===== config.mk =====
export PLATFORM = sky130hd
export DESIGN_NAME = bip_debug_unit_flat
export DESIGN_NICKNAME = d
export VERILOG_FILES = /design/src/rtl/bip_debug_unit_pkg.sv /design/src/rtl/bip_debug_unit_if.sv /design/src/rtl/bip_cycle_counter.sv /design/src/rtl/bip_debug_unit.sv /design/src/flat_wrapper.sv
export SDC_FILE = /design/constraint.sdc
export NUM_CORES = 1
export LEC_CHECK = 0
export CAP_MARGIN = 25
export CORE_AREA = 2 2 180 138
export DETAILED_ROUTE_END_ITERATION = 8
export DIE_AREA = 0 0 182 140
export GPL_TIMING_DRIVEN = 0
export PLACE_DENSITY = 0.51
export SYNTH_ARGS = -nofsm -noshare
export SYNTH_HDL_FRONTEND = slang
export SYNTH_SLANG_ARGS = --single-unit
export TNS_END_PERCENT = 100

===== constraint.sdc =====
create_clock -name i_clk -period 3 [get_ports i_clk]
set_input_delay 0.3 -clock i_clk [delete_from_list [all_inputs] [get_ports i_clk]]
set_output_delay 0.3 -clock i_clk [all_outputs]
set_load 0.01 [all_outputs]

===== src/rtl/bip_debug_unit_pkg.sv =====
// Shared definitions for the BIP1 debug sequencer: command opcodes, FSM states, dump layout.
package bip_debug_unit_pkg;

  localparam int NB_INSTRUC = 16;
  localparam int NB_ADDR    = 11;
  localparam int NB_DATA    = 16;
  localparam int NB_BYTE    = 8;
  localparam int NB_CYCLE   = 16;
  localparam int DUMP_LEN   = 6;
  localparam int DUMP_BITS  = DUMP_LEN * NB_BYTE;

  typedef enum logic [NB_BYTE-1:0] {
    CMD_LOAD  = 8'h4C,
    CMD_RUN   = 8'h52,
    CMD_STEP  = 8'h53,
    CMD_RESET = 8'h58
  } cmd_e;

  typedef enum logic [3:0] {
    ST_IDLE,
    ST_LD_CNT,
    ST_LD_HI,
    ST_LD_LO,
    ST_WRITE,
    ST_CPU_RST,
    ST_RUN,
    ST_STEP,
    ST_DUMP_SEND,
    ST_DUMP_WAIT
  } state_e;

  // Byte idx of the dump word, counted from the most significant byte.
  function automatic logic [NB_BYTE-1:0] dump_byte(input logic [DUMP_BITS-1:0] word,
                                                   input logic [2:0] idx);
    logic [DUMP_BITS-1:0] shifted;
    shifted = word << (NB_BYTE * int'(idx));
    return shifted[DUMP_BITS-1 -: NB_BYTE];
  endfunction

endpackage


===== src/rtl/bip_debug_unit_if.sv =====
// UART byte link between the UART core (master) and the debug sequencer (slave).
interface bip_debug_unit_if;
  import bip_debug_unit_pkg::*;

  logic [NB_BYTE-1:0] rx_data;
  logic               rx_valid;
  logic [NB_BYTE-1:0] tx_data;
  logic               tx_start;
  logic               tx_done;

  modport master (
    output rx_data, rx_valid, tx_done,
    input  tx_data, tx_start
  );

  modport slave (
    input  rx_data, rx_valid, tx_done,
    output tx_data, tx_start
  );

endinterface


===== src/rtl/bip_cycle_counter.sv =====
// Counts CPU-enabled cycles; sticks at all-ones instead of wrapping.
module bip_cycle_counter
  import bip_debug_unit_pkg::*;
(
  input  logic                i_clk,
  input  logic                i_rst,
  input  logic                i_clear,
  input  logic                i_en,
  output logic [NB_CYCLE-1:0] o_count
);

  always_ff @(posedge i_clk) begin
    if (i_rst || i_clear) begin
      o_count <= '0;
    end else if (i_en && (o_count != '1)) begin
      o_count <= o_count + 1'b1;
    end
  end

endmodule


===== src/rtl/bip_debug_unit.sv =====
// Debug sequencer: UART commands load program memory, reset/run/step the CPU and dump PC/ACC/cycles.
module bip_debug_unit
  import bip_debug_unit_pkg::*;
#(
  parameter int NB_INSTRUC = bip_debug_unit_pkg::NB_INSTRUC,
  parameter int NB_ADDR    = bip_debug_unit_pkg::NB_ADDR,
  parameter int NB_DATA    = bip_debug_unit_pkg::NB_DATA
)
(
  input  logic                  i_clk,
  input  logic                  i_rst,
  bip_debug_unit_if.slave       uart,
  output logic                  o_prog_we,
  output logic [NB_ADDR-1:0]    o_prog_addr,
  output logic [NB_INSTRUC-1:0] o_prog_data,
  output logic                  o_cpu_en,
  output logic                  o_cpu_rst,
  input  logic [NB_ADDR-1:0]    i_pc,
  input  logic [NB_DATA-1:0]    i_acc,
  input  logic                  i_halt,
  output logic                  o_busy
);

  state_e               state;
  logic [8:0]           load_left;
  logic [NB_ADDR-1:0]   load_addr;
  logic [NB_BYTE-1:0]   hi_byte;
  logic [2:0]           byte_idx;
  logic [DUMP_BITS-1:0] snapshot;
  logic [DUMP_BITS-1:0] live_word;
  logic [DUMP_BITS-1:0] dump_word;
  logic [NB_CYCLE-1:0]  cycle_count;

  // Enable must drop in the very cycle halt rises, so it is decoded rather than registered.
  assign o_cpu_en = ((state == ST_RUN) || (state == ST_STEP)) && !i_halt;
  assign o_busy   = (state != ST_IDLE);

  bip_cycle_counter u_cycle_counter (
    .i_clk   (i_clk),
    .i_rst   (i_rst),
    .i_clear (state == ST_CPU_RST),
    .i_en    (o_cpu_en),
    .o_count (cycle_count)
  );

  // Snapshot is latched while the first byte goes out, after the last enabled edge has settled.
  assign live_word = {16'(i_pc), 16'(i_acc), cycle_count};
  assign dump_word = (byte_idx == 3'd0) ? live_word : snapshot;

  always_ff @(posedge i_clk) begin
    if (i_rst) begin
      state         <= ST_IDLE;
      load_left     <= '0;
      load_addr     <= '0;
      hi_byte       <= '0;
      byte_idx      <= '0;
      snapshot      <= '0;
      o_prog_we     <= 1'b0;
      o_prog_addr   <= '0;
      o_prog_data   <= '0;
      o_cpu_rst     <= 1'b0;
      uart.tx_data  <= '0;
      uart.tx_start <= 1'b0;
    end else begin
      o_prog_we     <= 1'b0;
      o_cpu_rst     <= 1'b0;
      uart.tx_start <= 1'b0;

      case (state)
        ST_IDLE: begin
          if (uart.rx_valid) begin
            case (uart.rx_data)
              CMD_LOAD:  state <= ST_LD_CNT;
              CMD_RUN:   state <= ST_RUN;
              CMD_STEP:  state <= ST_STEP;
              CMD_RESET: begin
                state     <= ST_CPU_RST;
                o_cpu_rst <= 1'b1;
              end
              default:   state <= ST_IDLE;
            endcase
          end
        end

        ST_LD_CNT: begin
          if (uart.rx_valid) begin
            load_left <= (uart.rx_data == '0) ? 9'd256 : {1'b0, uart.rx_data};
            load_addr <= '0;
            state     <= ST_LD_HI;
          end
        end

        ST_LD_HI: begin
          if (uart.rx_valid) begin
            hi_byte <= uart.rx_data;
            state   <= ST_LD_LO;
          end
        end

        ST_LD_LO: begin
          if (uart.rx_valid) begin
            o_prog_we   <= 1'b1;
            o_prog_addr <= load_addr;
            o_prog_data <= NB_INSTRUC'({hi_byte, uart.rx_data});
            state       <= ST_WRITE;
          end
        end

        ST_WRITE: begin
          load_addr <= load_addr + 1'b1;
          load_left <= load_left - 9'd1;
          if (load_left == 9'd1) begin
            state     <= ST_CPU_RST;
            o_cpu_rst <= 1'b1;
          end else begin
            state <= ST_LD_HI;
          end
        end

        ST_CPU_RST: state <= ST_IDLE;

        ST_RUN: begin
          if (i_halt) begin
            byte_idx <= '0;
            state    <= ST_DUMP_SEND;
          end
        end

        ST_STEP: begin
          byte_idx <= '0;
          state    <= ST_DUMP_SEND;
        end

        ST_DUMP_SEND: begin
          if (byte_idx == 3'd0) begin
            snapshot <= live_word;
          end
          uart.tx_data  <= dump_byte(dump_word, byte_idx);
          uart.tx_start <= 1'b1;
          state         <= ST_DUMP_WAIT;
        end

        ST_DUMP_WAIT: begin
          if (uart.tx_done) begin
            if (byte_idx == 3'(DUMP_LEN - 1)) begin
              byte_idx <= '0;
              state    <= ST_IDLE;
            end else begin
              byte_idx <= byte_idx + 3'd1;
              state    <= ST_DUMP_SEND;
            end
          end
        end

        default: state <= ST_IDLE;
      endcase
    end
  end

endmodule


===== src/flat_wrapper.sv =====
// flat-port wrapper written by rule: the top's interface ports become plain ports
module bip_debug_unit_flat import bip_debug_unit_pkg::*;
#(
  parameter int NB_INSTRUC = bip_debug_unit_pkg::NB_INSTRUC,
  parameter int NB_ADDR    = bip_debug_unit_pkg::NB_ADDR,
  parameter int NB_DATA    = bip_debug_unit_pkg::NB_DATA
)
  (i_clk, i_rst, o_prog_we, o_prog_addr, o_prog_data, o_cpu_en, o_cpu_rst, i_pc, i_acc, i_halt, o_busy, uart_rx_data, uart_rx_valid, uart_tx_done, uart_tx_data, uart_tx_start);
  bip_debug_unit_if uart_i ();
  input  logic i_clk;
  input  logic i_rst;
  output logic o_prog_we;
  output logic [NB_ADDR-1:0] o_prog_addr;
  output logic [NB_INSTRUC-1:0] o_prog_data;
  output logic o_cpu_en;
  output logic o_cpu_rst;
  input  logic [NB_ADDR-1:0] i_pc;
  input  logic [NB_DATA-1:0] i_acc;
  input  logic i_halt;
  output logic o_busy;
  input wire logic [$bits(uart_i.rx_data)-1:0] uart_rx_data;
  input wire logic [$bits(uart_i.rx_valid)-1:0] uart_rx_valid;
  input wire logic [$bits(uart_i.tx_done)-1:0] uart_tx_done;
  output wire logic [$bits(uart_i.tx_data)-1:0] uart_tx_data;
  output wire logic [$bits(uart_i.tx_start)-1:0] uart_tx_start;
  assign uart_i.rx_data = uart_rx_data;
  assign uart_i.rx_valid = uart_rx_valid;
  assign uart_i.tx_done = uart_tx_done;
  assign uart_tx_data = uart_i.tx_data;
  assign uart_tx_start = uart_i.tx_start;
  bip_debug_unit #(.NB_INSTRUC(NB_INSTRUC), .NB_ADDR(NB_ADDR), .NB_DATA(NB_DATA)) u_core (.i_clk(i_clk), .i_rst(i_rst), .uart(uart_i), .o_prog_we(o_prog_we), .o_prog_addr(o_prog_addr), .o_prog_data(o_prog_data), .o_cpu_en(o_cpu_en), .o_cpu_rst(o_cpu_rst), .i_pc(i_pc), .i_acc(i_acc), .i_halt(i_halt), .o_busy(o_busy));
endmodule

; Yosys cells after proc, flatten, opt, wreduce, memory -nomap -nowiden
; Cells that the tools add are included.
[classes]
addsub = 4
n_eq_ne = 22
n_shift = 1
mux = 26
bitwise = 1
reduce_logical = 17
[ops]
columns = op, count
row1 = $mux W48, 1
row2 = $shl A48 B6 Y48, 1
row3 = $pmux W4 S9, 1
row4 = $eq A8 B7 Y1 const B, 4
row5 = $mux W4, 7
row6 = $pmux W11 S2, 1
row7 = $mux W9, 2
row8 = $pmux W9 S2, 1
row9 = $add A16 B1 Y16 const B, 1
row10 = $eq A4 B3 Y1 const B, 4
row11 = $ne A16 B16 Y1 const B, 1
row12 = $mux W3, 4
row13 = $ne A2 B2 Y1 const B, 6
row14 = $pmux W3 S4, 1
row15 = $add A11 B1 Y11 const B, 1
row16 = $mux W11, 1
row17 = $eq A9 B1 Y1 const B, 1
row18 = $pmux W3 S3, 1
row19 = $sub A9 B1 Y9 const B, 1
row20 = $eq A4 B2 Y1 const B, 2
row21 = $eq A4 B4 Y1 const B, 2
row22 = $logic_not A8 Y1, 1
row23 = $reduce_and A2 Y1, 3
row24 = $reduce_and A6 Y1, 1
row25 = 16 further kinds, 22
[word_totals]
reg_bits = 137
inputBits = 40
output_inout_bits = 40
word_cells = 84

; Logic depth before layout (Yosys ltp)
; Gate-level depths: netlist of the first run.
[depth]
depth_word = 4
ltp_mapped = 7
ltp_nobuf = 6

; Cells and area by module
; A second synthesis of the first run with hierarchy kept.
[hier_totals]
cells_unflattened = 692
hier_area_um2 = 5691.7
[modules_own_cells]
columns = mod, instances, cells_each, area_each_um2, seq_area_each_um2
row1 = bip_debug_unit, 1, 597, 4844.6, 2262.2
row2 = bip_cycle_counter, 1, 95, 847.1, 320.3

; Worst setup path after synthesis of the first run
; OpenSTA, ideal clock, no wires.
[synth_timing]
path_kind = register -> register
from = register u_core.state[3]
to = register u_core.snapshot[10]
setup_ns = 0.132
t_arrival_ns = 1.738
t_required_ns = 2.868
path_slack_ns = 1.130
stages_incl_launch_ff = 7
n_path_buf = 2
period_less_slack_ns = 1.870
cell_sequence = dfxtp_1 > or4b_1 > or4_1 > buf_2 > buf_6 > nand2_1 > a21oi_1
[synth_between]
elab_chain_cells = 1
[synth_rtl]
columns = element, line_no
row1 = "start, declared", bip_debug_unit.sv:24  ; state_e state;
row2 = "start signal, assigned", bip_debug_unit.sv:52  ; state <= ST_IDLE;
row3 = "start signal, assigned", bip_debug_unit.sv:73  ; CMD_LOAD: state <= ST_LD_CNT;
row4 = "start signal, assigned", bip_debug_unit.sv:74  ; CMD_RUN: state <= ST_RUN;
row5 = $eq A4 B4 Y1, bip_debug_unit.sv:69  ; case (state)
row6 = "end signal, assigned", bip_debug_unit.sv:136  ; snapshot <= live_word;
row7 = "end, declared", bip_debug_unit.sv:29  ; logic [DUMP_BITS-1:0] snapshot;
; No other way between the ends.
; A chain may end at the register's enable or synchronous reset.

; Final worst setup path of the first run
[layout_timing]
from = register u_core.state[1]
to = output o_cpu_en
[layout_between]
elab_chain_cells = 3
word_cells_on_any_way = 4
classes_between = 2 x eq/ne / 2 x reduce/logical
[layout_rtl]
columns = element, line_no
row1 = $eq A4 B3 Y1, bip_debug_unit.sv:35  ; assign o_cpu_en = ((state == ST_RUN) || (state == ST_STEP)) && !i_halt;
row2 = $logic_or A1 B1 Y1 *, bip_debug_unit.sv:35
row3 = $logic_and A1 B1 Y1 *, bip_debug_unit.sv:35
row4 = "end, declared", flat_wrapper.sv:15  ; output logic o_cpu_en;
; Every way passes the cells marked *; elsewhere a longest branch is shown, timed or not.

==> flow_metrics.tcl, run 1 <==
set metrics [dict create \
    die-area_um2 25480 \
    synthFlopType "dfxtp_1" \
    yosysSeqAreaShare_pct 44.34 \
    io_buffers 79 \
    cts-root-buf "clkbuf_16" \
    reg2reg_from "u_core.state[3]$_SDFFE_PP0P_" \
    post-route-period-util_pct 78.59 \
    ir_drop_mv 0.2889 \
    crit_path_start_kind "flop" \
    post_drt_wl_per_cell_um 15.09 \
    overflow 0 \
    core_region_area_um2 23670 \
    relSlewSlack_pct 46.41 \
    r2r_slack_ns 0.67 \
    setup_viol 0 \
    avgSynthCellArea_um2 8.285 \
    mappedNetlistNets 747 \
    start_util_pct 24.61 \
    p_per_area_nw_per_um2 523.8 \
    dr.pass1.iters 5 \
    endpoint_kind "output port" \
    holdBufCountCts 0 \
    worstPathCellList "nand4bb_1 > inv_2 > clkdlybuf4s50_1" \
    rsz0062_at_grt "false" \
    final_nets 845 \
    ys_warn_count 0 \
    totalWireLength_mm 16.90 \
    dp_hpwl_mm 12.47 \
    r2r_cells 6 \
    power.leakage_nw 2.454 \
    routed_via_density 4.734 \
    htree_levels 4 \
    async_reset_ff_share_pct 0 \
    worst_pin_slew_ns 0.8009 \
    grt_max_degree 17 \
    grt_pass1_vias 4821 \
    grt_pass1_wl_mm 26.88 \
    cts_resized 0 \
    max_stage_delay_ns 0.58 \
    drv_slew 0 \
    routabilityCongestion 0.8058 \
    ios 80 \
    yosysTopAreaCell "dfxtp_1" \
    fmax_mhz 424.1 \
    cts_buffers 17 \
    power.total_mw 3.981 \
    area_growth_pct 30.50 \
    synthTopCellsByCount "163 x nand2_1, 129 x dfxtp_1, 90 x a21oi_1" \
    drt_iter0_drc 402 \
    status "complete, no violations" \
    vias 5302 \
    maxCapViolCount 0 \
    worstHoldPathCells 3 \
    drive_above_1_share_pct 9.214 \
    rows 49 \
    clk_latency_ns 0.42 \
    fillCellCount 2497 \
    syn_inst 703 \
    crit_fanout 8 \
    fin_tns_setup_ns 0 \
    r2r-end "u_core.o_prog_data[1]$_SDFFE_PP0P_" \
    cts_tree "yes" \
    post-place-ws_ns 0.2270 \
    die_h_um 140 \
    cp.required_ns 2.70 \
    postRouteAntennaNets 0 \
    synth_area_leaders "dfxtp_1 44%, nand2_1 11%, a21oi_1 7.7%" \
    arrival_ns 2.06 \
    grt_use_total_pct 13.41 \
    skew_ns 0.009837 \
    cts.sinks 129 \
    hold_violations 0 \
    hp-class "input pin to flop" \
    worst_slack_ns 0.6423 \
    post_cts_buffers 0 \
    synth_cell_types 67 \
    ys_seq_elements 129 \
    path_clk_slew_ns 0.06 \
    synthesis.area_um2 5824 \
    yosysTopAreaCellShare_pct 44.34 \
    antenna_found_initial 0 \
    yosysMostFrequentCell "nand2_1" \
    crit_end "o_cpu_en" \
    worstSetupPathType "flop to output port" \
    clockBufferDepth 2 \
    hp-start "i_acc[3]" \
    finalCriticalPeriod_ns 2.358 \
    die_w_um 182 \
    cpMaxStageDelayCell "clkdlybuf4s50_1" \
    cp-startpoint "u_core.state[1]$_SDFFE_PP0P_" \
    drc 0 \
    insertedDiodeCount 0 \
    synth_edf_count 0 \
]
## cell type report
| cell class | count | area [µm²] | area share, % |
|---|---|---|---|
| buffer | 48 | 232.7 | 3.062 |
| tap | 306 | 382.9 | 5.037 |
| timing repair buffer | 79 | 790.8 | 10.40 |
| inverter | 11 | 41.29 | 0.5432 |
| sequential | 129 | 2582 | 33.98 |
| clock buffer | 19 | 442.9 | 5.827 |
| clock inverter | 13 | 160.2 | 2.107 |
| multi-input combinational | 515 | 2968 | 39.05 |
## per-stage QoR
| stage | cell area (µm²) | cells | hold WS, ns | util [%] |
|---|---|---|---|---|
| 2_1_floorplan | 5824 | 703 | 0.4315 | - |
| 3_3_place_gp | 6998 | 1088 | 0.4431 | 29.57 |
| 3_5_place_dp | 6998 | 1088 | 0.4480 | 29.57 |
| 4_1_cts | 7601 | 1120 | 0.4183 | 32.12 |
| 5_1_grt | 7601 | 1120 | 0.4239 | 32.12 |
| 6_report | 7601 | 1120 | 0.4267 | 32.12 |
## worst min path at each step
stage / end / slack [ns]
2_1_floorplan: u_core.o_prog_data[10]$_SDFFE_PP0P_ / 0.43
5_1_grt: u_core.snapshot[19]$_SDFFE_PP0P_ / 0.42
6_report: u_core.snapshot[19]$_SDFFE_PP0P_ / 0.43
4_1_cts: u_core.snapshot[18]$_SDFFE_PP0P_ / 0.42
3_3_place_gp: u_core.o_prog_data[8]$_SDFFE_PP0P_ / 0.44
3_5_place_dp: u_core.o_prog_data[8]$_SDFFE_PP0P_ / 0.45
## flip-flops by register name, summed over array words and instances, names as in the netlist
signal	count
u_core.o_prog_data	16
u_core.load_left	9
u_core.hi_byte	8
u_core.snapshot	40
u_core.byte_idx	3
u_core.state	4
u_core.o_prog_we	1
u_core.uart.tx_start	1
u_core.load_addr	11
u_core.o_prog_addr	11
u_core.o_cpu_rst	1
u_core.u_cycle_counter.o_count	16
u_core.uart.tx_data	8
## metal layers
metal | wire (µm) | vias up | share of wire [%] | track usage, %
li1 | - | 2714 | - | -
met1 | 9063 | 2454 | 54 | 20.35
met2 | 6745 | 119 | 40 | 18.18
met3 | 941 | 15 | 5.6 | 3.484
met4 | 150 | 0 | 0.89 | 4.117
met5 | 0 | - | 0 | 0
## logic make-up (layout without fill, tap and decap cells)
family | Yosys count | count (layout) | share of synthesized area, %
AND/OR/NAND/NOR | 307 | 307 | 25.46
AO/OA/AOI/OAI | 169 | 169 | 18.00
flip-flops | 129 | 129 | 44.34
buffers and inverters | 59 | 170 | 4.705
multiplexers | 28 | 28 | 5.585
XOR/XNOR | 7 | 7 | 1.053
adder cells (fa/ha/maj) | 4 | 4 | 0.8593
## critical path, delay by kind of cell, from the launching register on
| family | cells | cell delay (ns) |
|---|---|---|
| buf+inv | 2 | 0.84 |
| flops | 1 | 0.48 |
| simple gates | 1 | 0.32 |
## cell usage in the layout, fill, tap and decap left out, drive strengths merged, types with 3 or more instances in the layout
cell type,instances
nor2b,5
clkinv,7
mux4,3
nor4,8
clkdlybuf4s50,79
o22ai,4
a31oi,6
o32ai,3
nor4b,3
mux2i,19
nand3,11
a211oi,4
o311ai,3
nor3b,4
mux2,6
or4b,4
nand2b,6
bufinv,3
o21ai,15
ha,4
dfxtp,129
o31ai,8
a22oi,5
buf,23
inv,12
a2111o,3
clkbuf,44
nor2,43
o211ai,4
or4,9
nand2,163
a21oi,90
nand4,9
nor3,19
xnor2,6
or3b,3
o221a,4
or3,7
## report_power, final
group          switching [mW]  leakage (nW)  total (mW)  internal, mW
clock                   0.795         0.293        2.12          1.33
combinational          0.0751          1.12       0.142        0.0670
sequential            0.00174          1.04        1.72          1.71
total                   0.871          2.45        3.98          3.11
No activity file was read; power rests on OpenSTA's default activity.
==> inputs of run 2 (changes only) <==
- PLACE_DENSITY: 0.51 -> 0.53
- clock period: 3 -> 2 ns (I/O delays scaled with it)
==> run 2 against run 1 <==
  * Non-clock buffer count increased by 3
  * Clock skew rose by 0.0058 ns
  * Flip-flop and latch count is the same
  * First-iteration DRC count is 1.7% lower
  * Routed wire length up 3.5%
  * Register-to-register slack lost 0.63 ns
  * Via count rose by 2.3%
  * Highest routed layer unchanged
==> flow_metrics.tcl, run 2 (synthesized netlist as in run 1, its figures left out) <==
set metrics [dict create \
    comb_power_share_pct 3.7 \
    ir_drop_mv 0.6102 \
    die_w_um 182 \
    worstPathCellList "nand4bb_4 > inv_4 > clkdlybuf4s50_1" \
    switching_share_pct 22.36 \
    final_cell_mix "162 x nand2_1, 126 x dfxtp_1, 90 x a21oi_1" \
    fin_util_pct 32.77 \
    p_per_area_nw_per_um2 758.8 \
    sequentialPowerShare_pct 43.7 \
    clkPwrFrac_pct 52.5 \
    holdBufCountCts 0 \
    rows 49 \
    worst_pin_slew_ns 0.7056 \
    drc 0 \
    grt_pass1_vias 5014 \
    place_area_um2 6998 \
    hp-start "i_acc[1]" \
    dr.pass1.iters 7 \
    dp_hpwl_mm 12.67 \
    crit_family "buffers and inverters" \
    dpl.cell_count 1088 \
    cts-root-buf "clkbuf_16" \
    arrival_ns 1.77 \
    drt_iter0_drc 395 \
    grt_use_total_pct 13.76 \
    io_buffers 79 \
    fin_area_um2 7755 \
    clockBufferDepth 2 \
    totalWireLength_mm 17.50 \
    die_h_um 140 \
    reg2reg_from "u_core.state[1]$_SDFFE_PP0P_" \
    cts_tree "yes" \
    start_util_pct 24.61 \
    final_nets 848 \
    status "complete, no violations" \
    path_buf_inv 2 \
    skew_ns 0.01560 \
    cpMaxStageDelayCell "clkdlybuf4s50_1" \
    p_int_mw 4.569 \
    maxCapViolCount 0 \
    postRouteAntennaNets 0 \
    endpoint_kind "output port" \
    max_stage_delay_ns 0.55 \
    power.total_mw 5.884 \
    drv_slew 0 \
    die-area_um2 25480 \
    cts.sinks 129 \
    ios 80 \
    power.leakage_nw 2.519 \
    finalCriticalPeriod_ns 1.971 \
    hold_violations 0 \
    routabilityCongestion 0.8193 \
    path_clk_slew_ns 0.06 \
    clk_latency_ns 0.42 \
    core_region_area_um2 23670 \
    setup_viol 0 \
    hp-class "input pin to flop" \
    switching_power_mw 1.316 \
    final_common_cell "nand2_1" \
    grt_pass1_wl_mm 27.59 \
    grt_max_degree 17 \
    htree_levels 4 \
    rsz0062_at_grt "true" \
    crit_fanout 8 \
    worstSetupPathType "flop to output port" \
    largest_register "u_core.snapshot" \
    cts_buffers 17 \
    largestRegisters "u_core.snapshot x40, u_core.o_prog_data x16, u_core.u_cycle_counter.o_count x16" \
    insertedDiodeCount 0 \
    vias 5425 \
    relSlewSlack_pct 52.96 \
    fillCellCount 2494 \
    crit_path_start_kind "flop" \
    antenna_found_initial 0 \
    cp.required_ns 1.80 \
    post_drt_wl_per_cell_um 15.59 \
    overflow 0 \
    area_growth_pct 33.15 \
    largest_reg_flops 40 \
    drive_above_1_share_pct 12.75 \
    routed_via_density 4.835 \
    cp-startpoint "u_core.state[1]$_SDFFE_PP0P_" \
    finalNonFillerCells 1122 \
    post-route-period-util_pct 98.53 \
    fmax_mhz 507.5 \
]
-- run 2: changes by cell type in the layout (fill, tap and decap cells not counted), moves of 3 or more --
cell / change
clkbuf_1: -7
clkbuf_4: +6
clkbuf_2: +3
dfxtp_1: -3
buf_2: -10
buf_4: +11
nor2_1: -3
-- run 2: worst register-to-register path: stages (launching register included) --
cell and delay [ns]:
dfxtp_2 0.38, or4b_4 0.57, or4_1 0.41, buf_4 0.19
buf_6 0.15, nand2_1 0.06, a21oi_1 0.06
-- run 2: power by group through the flow --
stage	registers, mW	clock network (mW)	logic, mW
global route	2.57	3.27	0.237
CTS	2.57	3.15	0.221
finish	2.57	3.09	0.220
global placement	2.63	0	0.217
floorplan	2.63	0	0.0813
detailed placement	2.63	0	0.217
-- run 2: area by class of cell --
cell class                      count  area [µm²]  share of cell area, %
Buffer                             45       254.0                  3.275
Clock buffer                       19       452.9                  5.841
Clock inverter                     12       132.6                  1.710
Inverter                           11       43.79                 0.5647
Multi-Input combinational cell    515        3065                  39.53
Sequential cell                   129        2589                  33.38
Tap cell                          306       382.9                  4.937
Timing Repair Buffer               85       834.6                  10.76
-- run 2: final timing paths --
check / cells past startpoint / end / slack (ns)
worst max-delay path: 3 / o_cpu_en / 0.03
worst min-delay path: 3 / u_core.snapshot[17]$_SDFFE_PP0P_ / 0.33
worst max register to register: 6 / u_core.snapshot[24]$_SDFFE_PP0P_ / 0.04
worst min register to register: 2 / u_core.snapshot[26]$_SDFFE_PP0P_ / 0.45
-- run 2: what timing repair did --
item | in CTS | in global routing
setup buffers | 2 | 4
pin swaps | 1 | 1
resized for setup | 23 | 21
setup endpoints to repair | 82 | 89
endpoints found under the hold margin | 0 | 0
-- run 2: routing by layer --
metal / track usage [%] / up-vias / routed length (µm)
met3: 3.666 / 13 / 885
li1: - / 2710 / -
met5: 0 / - / 0
met2: 19.24 / 138 / 7169
met1: 20.54 / 2564 / 9269
met4: 3.778 / 0 / 170
-- run 2: metrics by stage --
stage / worst slack [ns] / hold WS [ns] / TNS [ns]
2_1_floorplan: 0.1295 / 0.3360 / 0
3_3_place_gp: -0.7473 / 0.4403 / -30.27
3_5_place_dp: -0.7508 / 0.4447 / -30.78
4_1_cts: 0.005878 / 0.3198 / 0
5_1_grt: -0.05701 / 0.3349 / -0.1290
6_report: 0.02949 / 0.3276 / 0
==> inputs of run 3 (changes only) <==
- PLACE_DENSITY: 0.53 -> 0.51
- clock period: 2 -> 2.4 ns (I/O delays scaled with it)
==> run 3 against run 2 <==
  * Clock power is 14% lower
  * Largest power group unchanged
  * Global-route usage down 0.35 points
  * Die area is the same
  * Flip-flop and latch count unchanged
==> flow_metrics.tcl, run 3 (synthesized netlist as in run 1, its figures left out) <==
set metrics [dict create \
    maxCapViolCount 0 \
    crit_fanout 8 \
    post-route-period-util_pct 94.79 \
    postRouteAntennaNets 0 \
    grt_pass1_vias 4821 \
    area_growth_pct 30.55 \
    fin_tns_setup_ns 0 \
    hold_violations 0 \
    place_area_um2 6998 \
    drv_slew 0 \
    final_cell_mix "163 x nand2_1, 129 x dfxtp_1, 90 x a21oi_1" \
    grt_max_degree 17 \
    fin_area_um2 7604 \
    die_w_um 182 \
    path_buf_inv 2 \
    cts_tree "yes" \
    skew_ns 0.01194 \
    clockBufferDepth 2 \
    drt_iter0_drc 401 \
    endpoint_kind "output port" \
    hp-class "input pin to flop" \
    die_h_um 140 \
    rsz0062_at_grt "false" \
    cts-root-buf "clkbuf_16" \
    grt_pass1_wl_mm 26.88 \
    path_clk_slew_ns 0.06 \
    vias 5321 \
    finalNonFillerCells 1120 \
    power.leakage_nw 2.454 \
    arrival_ns 2.03 \
    final_common_cell "nand2_1" \
    clkPwrFrac_pct 53.3 \
    p_per_area_nw_per_um2 654.3 \
    final_nets 845 \
    routed_via_density 4.751 \
    grt_use_total_pct 13.41 \
    antenna_found_initial 0 \
    insertedDiodeCount 0 \
    largest_reg_flops 40 \
    start_util_pct 24.61 \
    dp_hpwl_mm 12.47 \
    largest_register "u_core.snapshot" \
    cp.required_ns 2.16 \
    fmax_mhz 439.6 \
    drc 0 \
    post_drt_wl_per_cell_um 15.08 \
    core_region_area_um2 23670 \
    switching_share_pct 21.86 \
    crit_family "buffers and inverters" \
    crit_path_start_kind "flop" \
    cts.sinks 129 \
    switching_power_mw 1.087 \
    cpMaxStageDelayCell "clkdlybuf4s50_1" \
    io_buffers 79 \
    p_int_mw 3.887 \
    clk_latency_ns 0.42 \
    rows 49 \
    dr.pass1.iters 5 \
    overflow 0 \
    largestRegisters "u_core.snapshot x40, u_core.o_prog_data x16, u_core.u_cycle_counter.o_count x16" \
    post_cts_buffers 0 \
    cts_buffers 17 \
    ios 80 \
    max_stage_delay_ns 0.58 \
    fin_util_pct 32.13 \
    drive_above_1_share_pct 9.337 \
    ir_drop_mv 0.3613 \
    comb_power_share_pct 3.6 \
    worstSetupPathType "flop to output port" \
    totalWireLength_mm 16.88 \
    worstPathCellList "nand4bb_1 > inv_2 > clkdlybuf4s50_1" \
    htree_levels 4 \
    die-area_um2 25480 \
    relSlewSlack_pct 49.64 \
    status "complete, no violations" \
    worst_pin_slew_ns 0.7535 \
    dpl.cell_count 1088 \
    setup_viol 0 \
    finalCriticalPeriod_ns 2.275 \
    sequentialPowerShare_pct 43.1 \
    routabilityCongestion 0.8058 \
]
==> run 3: cell types whose count changed in the layout (fill, tap and decap cells not counted), sizes merged <==
cell,previous run,this run
inv,13,12
clkinvlp,3,2
clkdlybuf4s50,78,79
dlygate4sd2,1,0
bufinv,2,3
clkinv,5,7
clkbuf,47,44
==> run 3: worst register-to-register path: cells and delay by family, from the launching register on <==
| kind | cells | cell delay, ns |
|---|---|---|
| compound gates | 2 | 0.24 |
| buf+inv | 2 | 0.63 |
| flops | 1 | 0.49 |
| simple gates | 2 | 0.71 |
==> run 3: metrics by stage <==
step / power, mW / hold slack, ns / setup WS [ns]
final: 4.975 / 0.3667 / 0.1251
after global routing: 5.126 / 0.3639 / 0.003934
after CTS: 5.024 / 0.3583 / 0.05928
after detailed placement: 2.372 / 0.4480 / -0.3130
after global placement: 2.373 / 0.4431 / -0.2795
after floorplan: 2.260 / 0.3760 / 0.5295
==> run 3: per-layer routing <==
metal / wire (µm) / global-route usage (%) / vias up
li1: - / - / 2715
met1: 9102 / 20.35 / 2462
met2: 6738 / 18.18 / 134
met3: 915 / 3.484 / 10
met4: 127 / 4.117 / 0
met5: 0 / 0 / -
==> run 3: repair_timing <==
action	in CTS	in global routing
gates resized for setup	0	1
hold endpoints to repair	0	0
endpoints found under the setup margin	0	10
hold buffers	0	0
==> run 3: path summary, 6_finish.rpt <==
kind                                      start                                   to  slack [ns]  cells past startpoint
max                u_core.state[1]$_SDFFE_PP0P_                             o_cpu_en        0.13                      3
min                                    i_acc[3]     u_core.snapshot[19]$_SDFFE_PP0P_        0.37                      3
max reg2reg        u_core.state[3]$_SDFFE_PP0P_  u_core.uart.tx_data[2]$_SDFFE_PP0P_        0.19                      6
min reg2reg  u_core.o_prog_addr[5]$_SDFFE_PP0P_   u_core.o_prog_addr[5]$_SDFFE_PP0P_        0.45                      2
==> run 3: cell type report <==
type / instances / area [µm²]
plain buffers: 48 / 232.7
clock buffers: 19 / 442.9
clock inverters: 13 / 160.2
fillers: 2497 / 16060
inverters: 11 / 41.29
multi-input cells: 515 / 2970
flip-flops and latches: 129 / 2582
well taps: 306 / 382.9
repair buffers: 79 / 790.8
==> run 3: power by group through the flow <==
stage                     Clock [mW]  Sequential, mW  Combinational [mW]
after global placement             0            2.19               0.180
after detailed placement           0            2.19               0.179
after global routing            2.79            2.15               0.194
after floorplan                    0            2.19              0.0678
final                           2.65            2.15               0.178
after CTS                       2.70            2.15               0.180
